===== src/rtl/lcd_capture.sv =====
// lcd_capture: receives the gameboy LCD pixel stream, packs 2-bit pixels
// four per byte and writes each frame linearly into a framebuffer.
// Reports per-frame completion and sticky line/frame protocol errors.
module lcd_capture #(
    parameter int WIDTH       = 160,
    parameter int HEIGHT      = 144,
    parameter int ADDR_W      = 13,
    parameter int SYNC_STAGES = 2
) (
    input  logic              clock,
    input  logic              reset,
    input  logic              capture_en,
    input  logic              err_clear,
    input  logic [1:0]        pixel_data,
    input  logic              pixel_clock,
    input  logic              pixel_latch,
    input  logic              hsync,
    input  logic              vsync,
    output logic [ADDR_W-1:0] fb_addr,
    output logic [7:0]        fb_wr_data,
    output logic              fb_wr_en,
    output logic              frame_done,
    output logic              busy,
    output logic [7:0]        row,
    output logic              err_short,
    output logic              err_long,
    output logic              err_frame
);

    localparam int COL_W = $clog2(WIDTH + 1);
    localparam int LAST  = SYNC_STAGES - 1;

    localparam logic [COL_W-1:0]  WIDTH_C  = COL_W'(WIDTH);
    localparam logic [7:0]        HEIGHT_C = 8'(HEIGHT);
    localparam logic [ADDR_W-1:0] BPL_C    = ADDR_W'(WIDTH / 4);

    localparam logic [1:0] S_IDLE  = 2'd0;
    localparam logic [1:0] S_WAIT  = 2'd1;
    localparam logic [1:0] S_LINE  = 2'd2;
    localparam logic [1:0] S_FLUSH = 2'd3;

    // Bit layout of the sampled video bundle: {data[1:0], pclk, latch, hsync, vsync}
    logic [5:0] video;
    logic [5:0] sync_q [SYNC_STAGES];
    logic [3:0] edge_q;

    logic       pix_evt;
    logic       latch_evt;
    logic       hs_evt;
    logic       vs_evt;
    logic [1:0] pix_val;

    logic [1:0]        state;
    logic [COL_W-1:0]  col;
    logic [7:0]        pack;
    logic [2:0]        cnt;
    logic [ADDR_W-1:0] line_base;
    logic [ADDR_W-1:0] bidx;

    logic set_short;
    logic set_long;
    logic set_frame;

    // Left-align a partially filled pack register, zero-padding the low pixels.
    function automatic logic [7:0] left_align(input logic [7:0] p, input logic [2:0] n);
        case (n)
            3'd1:    return {p[1:0], 6'b0};
            3'd2:    return {p[3:0], 4'b0};
            3'd3:    return {p[5:0], 2'b0};
            default: return p;
        endcase
    endfunction

    assign video = {pixel_data, pixel_clock, pixel_latch, hsync, vsync};

    // Synchronizer chain plus one edge-detect flop; data rides the same chain as its strobe.
    always_ff @(posedge clock) begin
        if (reset) begin
            for (int i = 0; i < SYNC_STAGES; i++) sync_q[i] <= '0;
            edge_q <= '0;
        end else begin
            sync_q[0] <= video;
            for (int i = 1; i < SYNC_STAGES; i++) sync_q[i] <= sync_q[i-1];
            edge_q <= sync_q[LAST][3:0];
        end
    end

    assign pix_evt   = sync_q[LAST][3] & ~edge_q[3];
    assign latch_evt = sync_q[LAST][2] & ~edge_q[2];
    assign hs_evt    = sync_q[LAST][1] & ~edge_q[1];
    assign vs_evt    = sync_q[LAST][0] & ~edge_q[0];
    assign pix_val   = sync_q[LAST][5:4];

    assign busy = (state != S_IDLE);

    // Error conditions detected this cycle.
    always_comb begin
        set_frame = vs_evt & ((state == S_WAIT) | (state == S_LINE));
        set_long  = (state == S_LINE) & ~vs_evt & pix_evt & (col >= WIDTH_C);
        set_short = (state == S_FLUSH) & (col < WIDTH_C);
    end

    // Sticky error flags; a new error in the same cycle as err_clear wins.
    always_ff @(posedge clock) begin
        if (reset) begin
            err_short <= 1'b0;
            err_long  <= 1'b0;
            err_frame <= 1'b0;
        end else begin
            err_short <= (err_short & ~err_clear) | set_short;
            err_long  <= (err_long  & ~err_clear) | set_long;
            err_frame <= (err_frame & ~err_clear) | set_frame;
        end
    end

    // Capture FSM: line tracking, pixel packing and framebuffer writes.
    always_ff @(posedge clock) begin
        if (reset) begin
            state      <= S_IDLE;
            col        <= '0;
            pack       <= '0;
            cnt        <= '0;
            line_base  <= '0;
            bidx       <= '0;
            row        <= '0;
            fb_addr    <= '0;
            fb_wr_data <= '0;
            fb_wr_en   <= 1'b0;
            frame_done <= 1'b0;
        end else begin
            fb_wr_en   <= 1'b0;
            frame_done <= 1'b0;
            case (state)
                S_IDLE: begin
                    if (vs_evt && capture_en) begin
                        state     <= S_WAIT;
                        row       <= '0;
                        line_base <= '0;
                    end
                end
                S_WAIT: begin
                    if (vs_evt) begin
                        row       <= '0;
                        line_base <= '0;
                    end else if (hs_evt) begin
                        state <= S_LINE;
                        col   <= '0;
                        cnt   <= '0;
                        pack  <= '0;
                        bidx  <= '0;
                    end
                end
                S_LINE: begin
                    if (vs_evt) begin
                        // Frame restart: pending pixels are discarded.
                        state     <= S_WAIT;
                        row       <= '0;
                        line_base <= '0;
                        col       <= '0;
                        cnt       <= '0;
                    end else begin
                        if (pix_evt && (col < WIDTH_C)) begin
                            pack <= {pack[5:0], pix_val};
                            col  <= col + 1'b1;
                            // A byte completed together with the latch is left for FLUSH.
                            if ((cnt == 3'd3) && !latch_evt) begin
                                fb_wr_en   <= 1'b1;
                                fb_addr    <= line_base + bidx;
                                fb_wr_data <= {pack[5:0], pix_val};
                                bidx       <= bidx + 1'b1;
                                cnt        <= '0;
                            end else begin
                                cnt <= cnt + 3'd1;
                            end
                        end
                        if (latch_evt) state <= S_FLUSH;
                    end
                end
                default: begin
                    if (cnt != 3'd0) begin
                        fb_wr_en   <= 1'b1;
                        fb_addr    <= line_base + bidx;
                        fb_wr_data <= left_align(pack, cnt);
                        bidx       <= bidx + 1'b1;
                    end
                    cnt       <= '0;
                    row       <= row + 8'd1;
                    line_base <= line_base + BPL_C;
                    if ((row + 8'd1) == HEIGHT_C) begin
                        frame_done <= 1'b1;
                        state      <= S_IDLE;
                    end else begin
                        state <= S_WAIT;
                    end
                end
            endcase
        end
    end

endmodule


===== config.mk =====
export PLATFORM = sky130hd
export DESIGN_NAME = lcd_capture
export DESIGN_NICKNAME = d
export VERILOG_FILES = /design/src/rtl/lcd_capture.sv
export SDC_FILE = /design/constraint.sdc
export NUM_CORES = 1
export LEC_CHECK = 0
export CELL_PAD_IN_SITES_DETAIL_PLACEMENT = 2
export CELL_PAD_IN_SITES_GLOBAL_PLACEMENT = 2
export CORE_ASPECT_RATIO = 0.75
export CORE_UTILIZATION = 35
export CTS_CLUSTER_DIAMETER = 200
export DETAILED_ROUTE_END_ITERATION = 10
export GPL_ROUTABILITY_DRIVEN = 0
export PLACE_DENSITY_LB_ADDON = 0.3
export SLEW_MARGIN = 40
export SYNTH_ARGS = -nofsm -noshare
export SYNTH_HDL_FRONTEND = slang
export SYNTH_SLANG_ARGS = --single-unit

===== constraint.sdc =====
create_clock -name clock -period 2.89 [get_ports clock]
set_clock_uncertainty 0.05 [all_clocks]
set_input_delay 0.578 -clock clock [delete_from_list [all_inputs] [get_ports clock]]
set_output_delay 0.578 -clock clock [all_outputs]
set_load 0.02 [all_outputs]

---- Word-level counts from Yosys, hierarchy flattened ----
Memories as Yosys holds them, arrays and structs flattened.
Cells that the tools add are included.
storage, ports and cells
  flip-flop bits (word level) ............. 85
  memory bits (writable) .................. 12
  input bits .............................. 10
  output and inout bits ................... 35
  word-level logic and storage cells ...... 142
  memories ................................ 1
memories
  memory  depth  width  read ports  clocked after Yosys merged registers in  write ports  line  source
  sync_q  2      6      2           0                                        2            44    logic [5:0] sync_q [SYNC_STAGES];
cells by class
  add/sub/neg operators ................... 6
  $lt $le $gt $ge ......................... 2
  equality and inequality tests ........... 16
  mux-type cells .......................... 56
  bitwise logic cells ..................... 26
  reductions and logical operators ........ 20
operators by type and width
  kind                                            count
  two-way mux 13 bit                              12
  two-way mux 8 bit                               12
  case mux 8 bit (2 select lines)                 4
  case mux 13 bit (2 select lines)                2
  case mux 13 bit (3 select lines)                1
  case mux 8 bit (3 select lines)                 1
  adder 8 x 1 -> 8 bit (second input constant)    2
  two-way mux 3 bit                               5
  adder 13 x 1 -> 13 bit (second input constant)  1
  adder 13 bit                                    1
  adder 13 x 6 -> 13 bit (second input constant)  1
  AND 1 bit                                       12
  two-way mux 6 bit                               2
  AND reduction 4 bit                             3
  two-way mux 2 bit                               5
  AND reduction 5 bit                             2
  two-way mux 1 bit                               9
  case mux 3 bit (3 select lines)                 1
  == test 8 bit (second input constant)           1
  >= comparator 8 bit (second input constant)     1
  < comparator 8 bit (second input constant)      1
  != test 2 bit (second input constant)           4
  inverter 1 bit                                  8
  AND reduction 7 bit                             1
  other kinds (19)                                34

---- Longest topological paths before layout ----
  word-level depth ........................ 8
  mapped depth ............................ 9
  gate-level depth less buffers ........... 7

---- Worst setup path after synthesis ----
Ideal clock, no wire load.
  path type ............................... reg-to-reg
  start ................................... reg state[0]
  end ..................................... reg bidx[7]
  setup time .............................. 71 ps
  arrival time ............................ 1,968 ps
  slack ................................... 802 ps
  cell stages (with the launch flop) ...... 8
  buffers on the path ..................... 1
  path through ............................ dfxtp_1 -> inv_1 -> ha_1 -> clkbuf_1 -> inv_1 -> nand4_1 -> or4_1 -> a21oi_1
between the ends
  word-level cells in the longest chain between the ends .. 3
ends and longest elaborated chain
  item                                                    line  source
  start, declared                                         53    logic [1:0] state;
  start signal, assigned                                  119   state <= S_IDLE;
  start signal, assigned                                  136   state <= S_WAIT;
  start signal, assigned                                  146   state <= S_LINE;
  == test 2 x 1 -> 1 bit (tied with other cells)          133   case (state)
  != test 2 bit (no source line) (tied with other cells)  n/a
  AND reduction 7 bit (no source line)                    n/a
  end signal, assigned                                    170   bidx <= bidx + 1'b1;
  end signal, assigned                                    184   bidx <= bidx + 1'b1;
  end, declared                                           58    logic [ADDR_W-1:0] bidx;
Parallel ways exist; a longest one is shown, timed or not.
A chain may end at the register's enable or synchronous reset.

---- Worst setup path after layout ----
  start ................................... reg state[1]
  end ..................................... out busy
between the ends
  word-level cells in the longest chain between the ends .. 1
ends and longest elaborated chain
  item                line  source
  nonzero test 2 bit  94    assign busy = (state != S_IDLE);
  end, declared       23    output logic busy,
Every way passes these cells.

==> results.cfg <==
[power_and_ir_drop]
p_sw_mw = 1.086
p_seq_share_pct = 41.2
p_int_mw = 2.298
p_per_area_nw_per_um2 = 605.8
p_leak_nw = 1.939
ir_drop_v = 0.0003004
power_frac_comb_pct = 21.6
clockPowerShare_pct = 37.2
switching_share_pct = 32.09

[timing]
setup_viol = 0
worst_hold_slack_ps = 393.1
max_slew_margin_pct = 45.03
setup_slack_ps = 157.3
maxSlewViolCount = 0
period_needed_ps = 2733
max_freq_ghz = 0.3659
rsz0062_at_grt = no
finalCritPeriodShare_pct = 94.56
final.setup.tns_ps = 0
finalHoldViolations = 0
worst_pin_slew_ps = 824.5

[logic_synthesis]
ys.flop_type = dfxtp_1
synthCells = 534
avgSynthCellArea_um2 = 8.693
yosys_register_bits = 94
yosys_warnings = 0
synthDistinctLibCells = 63
syn_area_um2 = 4642
synth-seq-area-share_pct = 40.54
synthArstFlopShare_pct = 0
syn-num-nets = 567
synth_edf_count = 0

[clock_tree]
clk_latency_ps = 360
cts-root-buf = clkbuf_16
htree_levels = 3
clock_sinks = 94
hold_buffers = 0
numCtsBuffers = 9
clk_path_buf_depth = 2
cts_tree = done
clk_pin_slew_ps = 70
cts_setup_buffers = 0

[critical_path]
cp_max_fo = 9
crit_path_max_incr_delay_ps = 640
crit_path_end_kind = primary output
startpoint_type = flop
worst_path_max_delay_cell = clkdlybuf4s50_1
path_class = flop to primary output
critical_path_arrival_ps = 2100
cp_top_family = buffers and inverters
path_cells = inv_1 > ha_1 > inv_2 > clkdlybuf4s50_1
cp.required_ps = 2260
crit_buf_inv = 3

[drt]
drcViolationCount = 0
drtAntennaViolNets = 0
drt_pass1_iterations = 5
wl_per_cell_um = 19.51
via_per_inst = 5.674
drtIter0Drc = 154
vias = 4261
routed_wl_um = 14650

[place]
dpl_cell_area_um2 = 5275
dp_hpwl_um = 10570
pre_cts_ws_ps = 280.5
portBuffers = 44
dp_cells = 735

[floorplanning]
start_util_pct = 35.78
die_h_um = 101.7
rows = 36
core_um2 = 12970
die_width_um = 135.0
dieArea_um2 = 13730
io-pin-count = 45

[final_layout]
nets = 608
final_layout_size_suffix_gt1_share_pct = 7.931
fin_area_um2 = 5587
num_antenna_cells = 0
layout_commonest_cell = dfxtp_1
area_growth_pct = 20.35
final_cell_mix = dfxtp_1 (94), a21oi_1 (51), clkdlybuf4s50_1 (43)
fillers = 1446
layoutNonFillerInstCount = 751

[global_routing]
grt_max_degree = 37
grt_overflow = 0
grt_use_total_pct = 22.90
antenna_found_initial = 0
grt_pass1_vias = 4496
grt_pass1_wl_um = 24230

[min_path]
hold_path_class = flop to flop

[job]
maxCapViolCount = 0

[status]
status = finished, final reports clean
[synthesized netlist by cell type (7+ instances only)]
master	count	area [um2]
o31ai_1	9	67.56
or3_1	13	81.33
xor2_1	8	70.07
a21oi_1	51	255.2
dfxtp_1	94	1882
nor2_1	39	146.4
or4_1	9	67.56
nand2_1	33	123.9
nand3_1	24	120.1
nor3_1	12	60.06
ha_1	23	287.8
nor2b_1	20	125.1
nand2b_1	9	56.30
inv_1	15	56.30
a22oi_1	14	105.1
nand4_1	8	50.05
xnor2_1	7	61.31
o211ai_1	8	60.06
clkbuf_1	17	63.81
o21ai_0	25	125.1
[routing by layer]
metal / vias up / part of all wire [%] / track usage (%)
met3: 7 / 3.0 / 4.304
met2: 63 / 47 / 38.10
met1: 2147 / 49 / 30.45
met5: - / 0 / 0
met4: 0 / 0.81 / 6.223
li1: 2044 / - / -
[logic make-up (layout without fill, tap and decap cells)]
kind of cell	count (synthesis)	after routing	share of synthesized area, %
buffers and inverters	42	88	3.719
xor gates and xnor gates	15	15	2.830
AOI/OAI and AO/OA	158	158	22.64
and+or+nand+nor	196	196	22.78
muxes	6	6	1.294
DFF	94	94	40.54
adders and majority gates	23	23	6.200
[layout make-up]
| class | count | area, um2 | area share [%] |
|---|---|---|---|
| sequential | 94 | 1882 | 33.68 |
| timing repair buffer | 56 | 525.5 | 9.406 |
| clock inverter | 5 | 56.30 | 1.008 |
| tap | 171 | 214.0 | 3.830 |
| inverter | 16 | 60.06 | 1.075 |
| multi-input combinational | 398 | 2596 | 46.47 |
| clock buffer | 11 | 252.7 | 4.524 |
[worst paths after layout]
path / depth (start not counted) / end / slack (ps) / startpoint
setup / recovery: 4 / busy / 160 / state[1]
hold / removal: 1 / sync_q[0][10] / 390 / sync_q[0][4]
setup reg to reg: 6 / fb_addr[12] / 320 / cnt[0]
hold reg to reg: 1 / sync_q[0][10] / 390 / sync_q[0][4]
[per-stage QoR]
stage          power (mW)  util (%)
6_report            3.384     43.07
5_1_grt             3.536     43.07
4_1_cts             3.420     43.05
3_5_place_dp        2.149     40.66
3_3_place_gp        2.108     40.66
2_1_floorplan       1.880         -
[power by group through the flow]
stage | logic, mW | clock network (mW) | registers [mW]
after floorplan | 0.471 | 0 | 1.41
after global placement | 0.689 | 0 | 1.42
after detailed placement | 0.727 | 0 | 1.42
after CTS | 0.733 | 1.29 | 1.39
after global routing | 0.800 | 1.34 | 1.40
final | 0.732 | 1.26 | 1.39
[flip-flops by register name, indices dropped and copies added, names as in the netlist, 2 cells and up]
name and cells:
bidx 13, cnt 3, col 8, edge_q 4
fb_addr 13, fb_wr_data 8, line_base 10, pack 8
row 8, state 2, sync_q 12
[what timing repair did]
action | in CTS | in global routing
setup endpoints to repair | 0 | 5
resized for setup | 0 | 2
endpoints found under the hold margin | 0 | 0
Note: power is estimated with default switching activity, not from simulation.
